--- config.mk ---
export PLATFORM = sky130hd
export DESIGN_NAME = multiplier_man_flat
export DESIGN_NICKNAME = d
export VERILOG_FILES = /design/src/rtl/multiplier_man_pkg.sv /design/src/rtl/multiplier_man_if.sv /design/src/rtl/multiplier_man_cell.sv /design/src/rtl/multiplier_man.sv /design/src/flat_wrapper.sv
export SDC_FILE = /design/constraint.sdc
export NUM_CORES = 1
export LEC_CHECK = 0
export BUFFER_PORTS_ARGS = -buffer_cell sky130_fd_sc_hd__buf_4
export CORE_MARGIN = 2
export CORE_UTILIZATION = 30
export DETAILED_ROUTE_END_ITERATION = 8
export GPL_TIMING_DRIVEN = 1
export PLACE_DENSITY = 0.46
export SLEW_MARGIN = 20
export SYNTH_ARGS = -nofsm -noshare
export SYNTH_HDL_FRONTEND = slang
export SYNTH_SLANG_ARGS = --single-unit
--- constraint.sdc ---
create_clock -name clk -period 3.82 [get_ports clk]
set_input_delay 0.382 -clock clk [delete_from_list [all_inputs] [get_ports clk]]
set_output_delay 0.382 -clock clk [all_outputs]
set_load 0.01 [all_outputs]
--- src/rtl/multiplier_man_pkg.sv ---
// Shared widths and stage record for the shift-add multiply-accumulate pipeline.
// Widths follow the divider: N = quotient width, M = divisor/remainder width.
package multiplier_man_pkg;

  localparam int MM_N      = 5;
  localparam int MM_M      = 3;
  localparam int MM_PROD_W = MM_N + MM_M;

  typedef struct packed {
    logic                 en;
    logic [MM_PROD_W-1:0] acc;
    logic [MM_N-1:0]      mcand;
    logic [MM_M-1:0]      mplier;
  } stage_t;

endpackage

--- src/rtl/multiplier_man_if.sv ---
// Operand/result bundle of multiplier_man; master drives operands, slave returns product.
// No backpressure: the consumer must sample product on result_ready.
interface multiplier_man_if #(
  parameter int N = 5,
  parameter int M = 3
);

  logic           data_enable;
  logic [N-1:0]   multiplicand;
  logic [M-1:0]   multiplier;
  logic [M-1:0]   addend;
  logic           result_ready;
  logic [N+M-1:0] product;

  modport master (
    output data_enable, multiplicand, multiplier, addend,
    input  result_ready, product
  );

  modport slave (
    input  data_enable, multiplicand, multiplier, addend,
    output result_ready, product
  );

endinterface

--- src/rtl/multiplier_man_cell.sv ---
// One partial-product stage: adds (multiplicand << STAGE) when multiplier bit STAGE is set.
// Latency 1 clock; no backpressure, enable always advances, data holds when enable is low.
module multiplier_cell
  import multiplier_man_pkg::*;
#(
  parameter int STAGE = 0,
  parameter int N     = MM_N,
  parameter int M     = MM_M
) (
  input  logic   clk,
  input  logic   rst_n,
  input  logic   prev_en,
  input  stage_t prev_stage,
  output logic   en,
  output stage_t stage
);

  localparam int PW = N + M;

  logic [N-1:0]  mcand;
  logic [M-1:0]  mplier;
  logic [PW-1:0] pp;
  stage_t        stage_q;

  assign mcand  = prev_stage.mcand;
  assign mplier = prev_stage.mplier;
  assign pp     = mplier[STAGE] ? (PW'(mcand) << STAGE) : '0;

  always_ff @(posedge clk or negedge rst_n) begin
    if (!rst_n) begin
      stage_q <= '0;
    end else begin
      // The enable bit moves every cycle so bubbles travel as zeros.
      stage_q.en <= prev_stage.en;
      if (prev_en) begin
        stage_q.acc    <= prev_stage.acc + pp;
        stage_q.mcand  <= mcand;
        stage_q.mplier <= mplier;
      end
    end
  end

  assign stage = stage_q;
  assign en    = stage_q.en;

endmodule

--- src/rtl/multiplier_man.sv ---
// Pipelined shift-add MAC, product = multiplicand*multiplier (+addend with MULTIPLIER_MAN_ADDEND_EN).
// Latency M clocks, one operand set per clock, no backpressure; outputs registered.
module multiplier_man
  import multiplier_man_pkg::*;
#(
  parameter int N = MM_N,
  parameter int M = MM_M
) (
  input  logic             clk,
  input  logic             rst_n,
  multiplier_man_if.slave  bus
);

  stage_t in_stage;
  stage_t st [M];
  logic   en_chain [M];

  always_comb begin
    in_stage        = '0;
    in_stage.en     = bus.data_enable;
    in_stage.mcand  = bus.multiplicand;
    in_stage.mplier = bus.multiplier;
`ifdef MULTIPLIER_MAN_ADDEND_EN
    // Seeding the accumulator with the addend keeps the add inside stage 0.
    in_stage.acc    = MM_PROD_W'(bus.addend);
`endif
  end

  for (genvar i = 0; i < M; i++) begin : g_stage
    if (i == 0) begin : g_first
      multiplier_cell #(.STAGE(i), .N(N), .M(M)) u_cell (
        .clk        (clk),
        .rst_n      (rst_n),
        .prev_en    (bus.data_enable),
        .prev_stage (in_stage),
        .en         (en_chain[i]),
        .stage      (st[i])
      );
    end else begin : g_next
      multiplier_cell #(.STAGE(i), .N(N), .M(M)) u_cell (
        .clk        (clk),
        .rst_n      (rst_n),
        .prev_en    (en_chain[i-1]),
        .prev_stage (st[i-1]),
        .en         (en_chain[i]),
        .stage      (st[i])
      );
    end
  end

  assign bus.result_ready = en_chain[M-1];
  assign bus.product      = st[M-1].acc;

endmodule

--- src/flat_wrapper.sv ---
// flat-port wrapper written by rule: the top's interface ports become plain ports
module multiplier_man_flat import multiplier_man_pkg::*;
#(
  parameter int N = MM_N,
  parameter int M = MM_M
)
  (clk, rst_n, bus_data_enable, bus_multiplicand, bus_multiplier, bus_addend, bus_result_ready, bus_product);
  multiplier_man_if #(.N(N), .M(M)) bus_i ();
  input  logic clk;
  input  logic rst_n;
  input wire logic [$bits(bus_i.data_enable)-1:0] bus_data_enable;
  input wire logic [$bits(bus_i.multiplicand)-1:0] bus_multiplicand;
  input wire logic [$bits(bus_i.multiplier)-1:0] bus_multiplier;
  input wire logic [$bits(bus_i.addend)-1:0] bus_addend;
  output wire logic [$bits(bus_i.result_ready)-1:0] bus_result_ready;
  output wire logic [$bits(bus_i.product)-1:0] bus_product;
  assign bus_i.data_enable = bus_data_enable;
  assign bus_i.multiplicand = bus_multiplicand;
  assign bus_i.multiplier = bus_multiplier;
  assign bus_i.addend = bus_addend;
  assign bus_result_ready = bus_i.result_ready;
  assign bus_product = bus_i.product;
  multiplier_man #(.N(N), .M(M)) u_core (.clk(clk), .rst_n(rst_n), .bus(bus_i));
endmodule
==> impl_metrics.ini <==
[sta]
relSlewSlack_pct = 51.2
hold_viol_final = 0
worst_pin_slew_ns = 0.732
maxClockFrequency_ghz = 0.552
fin_skew_ns = 0.00503
fin_crit_sh_pct = 47.4
setup_violations = 0
rsz0062_at_grt = false
holdWs_ns = 0.0446
worst_slack_ns = 2.01
drv_slew = 0
fin_setup_tns_ns = 0
min_period_ns = 1.81

[logic_synthesis]
yosys.area_share.simple_pct = 11.2
yosys_warnings = 0
yosys_register_bits = 36
synth_ff_type = dfrtp_1
ys_seq_area_share_pct = 51.2
syn_inst = 144
yosysTopAreaCellShare_pct = 51.2
synth_commonest_cells = dfrtp_1 (36), mux2_2 (12), inv_1 (10)
synth_top_family_by_area = multiplexers
muxShareOfSynthArea_pct = 12.8
synth_top_area_cell = dfrtp_1
synthTopCellsByArea = dfrtp_1 (51%), mux2_2 (7.7%), ha_1 (6.4%), mux2_1 (5.1%), and2_1 (3.2%)
synth_xor_area_share_pct = 0.996
synth_adder_area_share_pct = 8.68
synth_edf_count = 0
avgSynthCellArea_um2 = 12.2
synth.most_common_cell = dfrtp_1
synth_compound_area_share_pct = 10.2
syn-cell-area_um2 = 1760
async_flop_share_pct = 100
synthesis.nets = 169
yosys.cell_types.count = 34

[detailed_routing]
vias = 1136
drt_iter0_markers = 6
wl_mm = 3.16
postRouteAntennaNets = 0
drc_errors = 0
wl_per_cell_um = 13.3
drtPass1Iterations = 4
avgViaCountPerCell = 4.77

[grt]
grt_pass1_wl_mm = 5.51
grt_start_max_net_pins = 37
grt_use_total_pct = 11.3
grt-ovfl-total = 0
antenna_found_initial = 0
grt_pass1_vias = 1178

[setup_path]
worst-path-max-fanout = 6
cp.required_ns = 3.98
cp-start-kind = flip-flop
critPathKind = flip-flop to flip-flop
rrSetupSlack_ns = 2.01
critPathArrivalTime_ns = 1.97
setup.worst_path.end_class = flip-flop
ff2ff_path_depth = 7

[placement]
dp.cells = 230
port-buffer-count = 19
pre_cts_slack_ns = 2.02
dp_hpwl_mm = 2.36
gp_congestion = 0.800

[finish]
syn_to_final_growth_pct = 16.9
antennaDiodeCount = 0
nNetsFinal = 190
nFillCells = 565
drive_above_1_share_pct = 25.3
stdcell_count = 238

[clocking]
cts_resized = 0
clockBufferDepth = 2
h-tree-depth = 2
cts_tree = built
post_cts_buffers = 0
clk_pin_slew_ns = 0.07
ctsHoldBuffers = 0
clk_latency_ns = 0.29
cts.sinks = 36
clock-root-buffer = clkbuf_8
numCtsBuffers = 5

[pwr]
switching_power_mw = 0.290
power.internal_mw = 0.772
power.total_mw = 1.06
leakage_nw = 0.958
switching_share_pct = 27.3
p_per_area_nw_per_um2 = 516
comb_power_share_pct = 22.8
seq_power_share_pct = 46.3
clkPwrFrac_pct = 30.9
ir_worst_vdd_uv = 200

[die]
rows = 27
core_area_um2 = 5570
io-pin-count = 23
fp.dieW_um = 80.6
die_h_um = 80.6
die-area_um2 = 6490
start_util_pct = 31.6

[run]
drv_cap = 0

[status]
status = finished clean

[hold_path]
hold_path_class = input pin to asynchronous set/reset pin
## per-stage QoR
stage | area [µm²] | utilization (%)
CTS | 2060 | 36.9
finish | 2060 | 36.9
floorplan | 1760 | -
global placement | 1950 | 34.9
global route | 2060 | 36.9
detailed placement | 1950 | 34.9
## cell type report
| class | count | area [µm²] | share of cell area, % |
|---|---|---|---|
| Sequential cell | 36 | 901 | 43.8 |
| Tap cell | 72 | 90.1 | 4.38 |
| Clock inverter | 2 | 35.0 | 1.70 |
| Inverter | 11 | 41.3 | 2.01 |
| Timing Repair Buffer | 19 | 143 | 6.94 |
| Multi-Input combinational cell | 92 | 773 | 37.6 |
| Clock buffer | 6 | 72.6 | 3.53 |
## final timing paths
check	end	start
max in group asynchronous	u_core.g_stage[1].g_next.u_cell.stage[7]$_DFFE_PN0P_	rst_n
min reg2reg	u_core.g_stage[2].g_next.u_cell.stage[10]$_DFFE_PN0P_	u_core.g_stage[2].g_next.u_cell.stage[10]$_DFFE_PN0P_
min	u_core.g_stage[2].g_next.u_cell.en$_DFF_PN0_	rst_n
max reg2reg	u_core.g_stage[2].g_next.u_cell.stage[14]$_DFFE_PN0P_	u_core.g_stage[1].g_next.u_cell.stage[2]$_DFFE_PN0P_
max	u_core.g_stage[2].g_next.u_cell.stage[14]$_DFFE_PN0P_	u_core.g_stage[1].g_next.u_cell.stage[2]$_DFFE_PN0P_
min in group clk	u_core.g_stage[0].g_first.u_cell.stage[2]$_DFFE_PN0P_	bus_multiplier[2]
## power by group through the flow
| stage | sequential, mW | combinational [mW] | clock (mW) |
|---|---|---|---|
| CTS | 0.493 | 0.248 | 0.342 |
| global placement | 0.497 | 0.241 | 0 |
| detailed placement | 0.501 | 0.247 | 0 |
| finish | 0.492 | 0.242 | 0.328 |
| floorplan | 0.497 | 0.148 | 0 |
| global route | 0.501 | 0.274 | 0.358 |
## kinds of logic (layout without fill, tap and decap cells)
kind of cell	count (synthesis)	in the layout
simple gates	34	34
compound gates	25	25
flops	36	36
mux	20	20
fa+ha+maj	11	11
buf+inv	16	38
xor+xnor	2	2
## critical path, cell delays in order, from the launching register on
cell and delay [ns]:
dfrtp_1 0.43, and2_1 0.16, ha_1 0.19, inv_1 0.06, fa_1 0.40, nor2b_1 0.21
or3_1 0.14, nand4_1 0.09
## flip-flops by register name (all words and copies together), names as in the netlist
name                                 flops
u_core.g_stage.g_next.u_cell.stage      21
u_core.g_stage.g_first.u_cell.stage     12
u_core.g_stage.g_first.u_cell.en         1
u_core.g_stage.g_next.u_cell.en          2
## placed cells by master (no fill, tap or decap), drive strengths merged, types with 2 or more instances in the layout
cell	count
ha	9
clkbuf	6
and2	9
nor2b	2
buf	19
xnor2	2
dfrtp	36
inv	11
o31ai	2
nor2	3
mux2	20
o21ai	8
nand3	5
nor4bb	2
a21o	3
nand2	7
a211oi	4
nand4	2
fa	2
## metal layers
metal	vias to the layer above	share of wire, %	GRT usage, %
li1	548	-	-
met4	0	1.8	5.08
met5	-	0	0
met1	559	47	13.6
met3	7	5.1	3.82
met2	22	46	18.1
No activity file was read; power rests on OpenSTA's default activity.
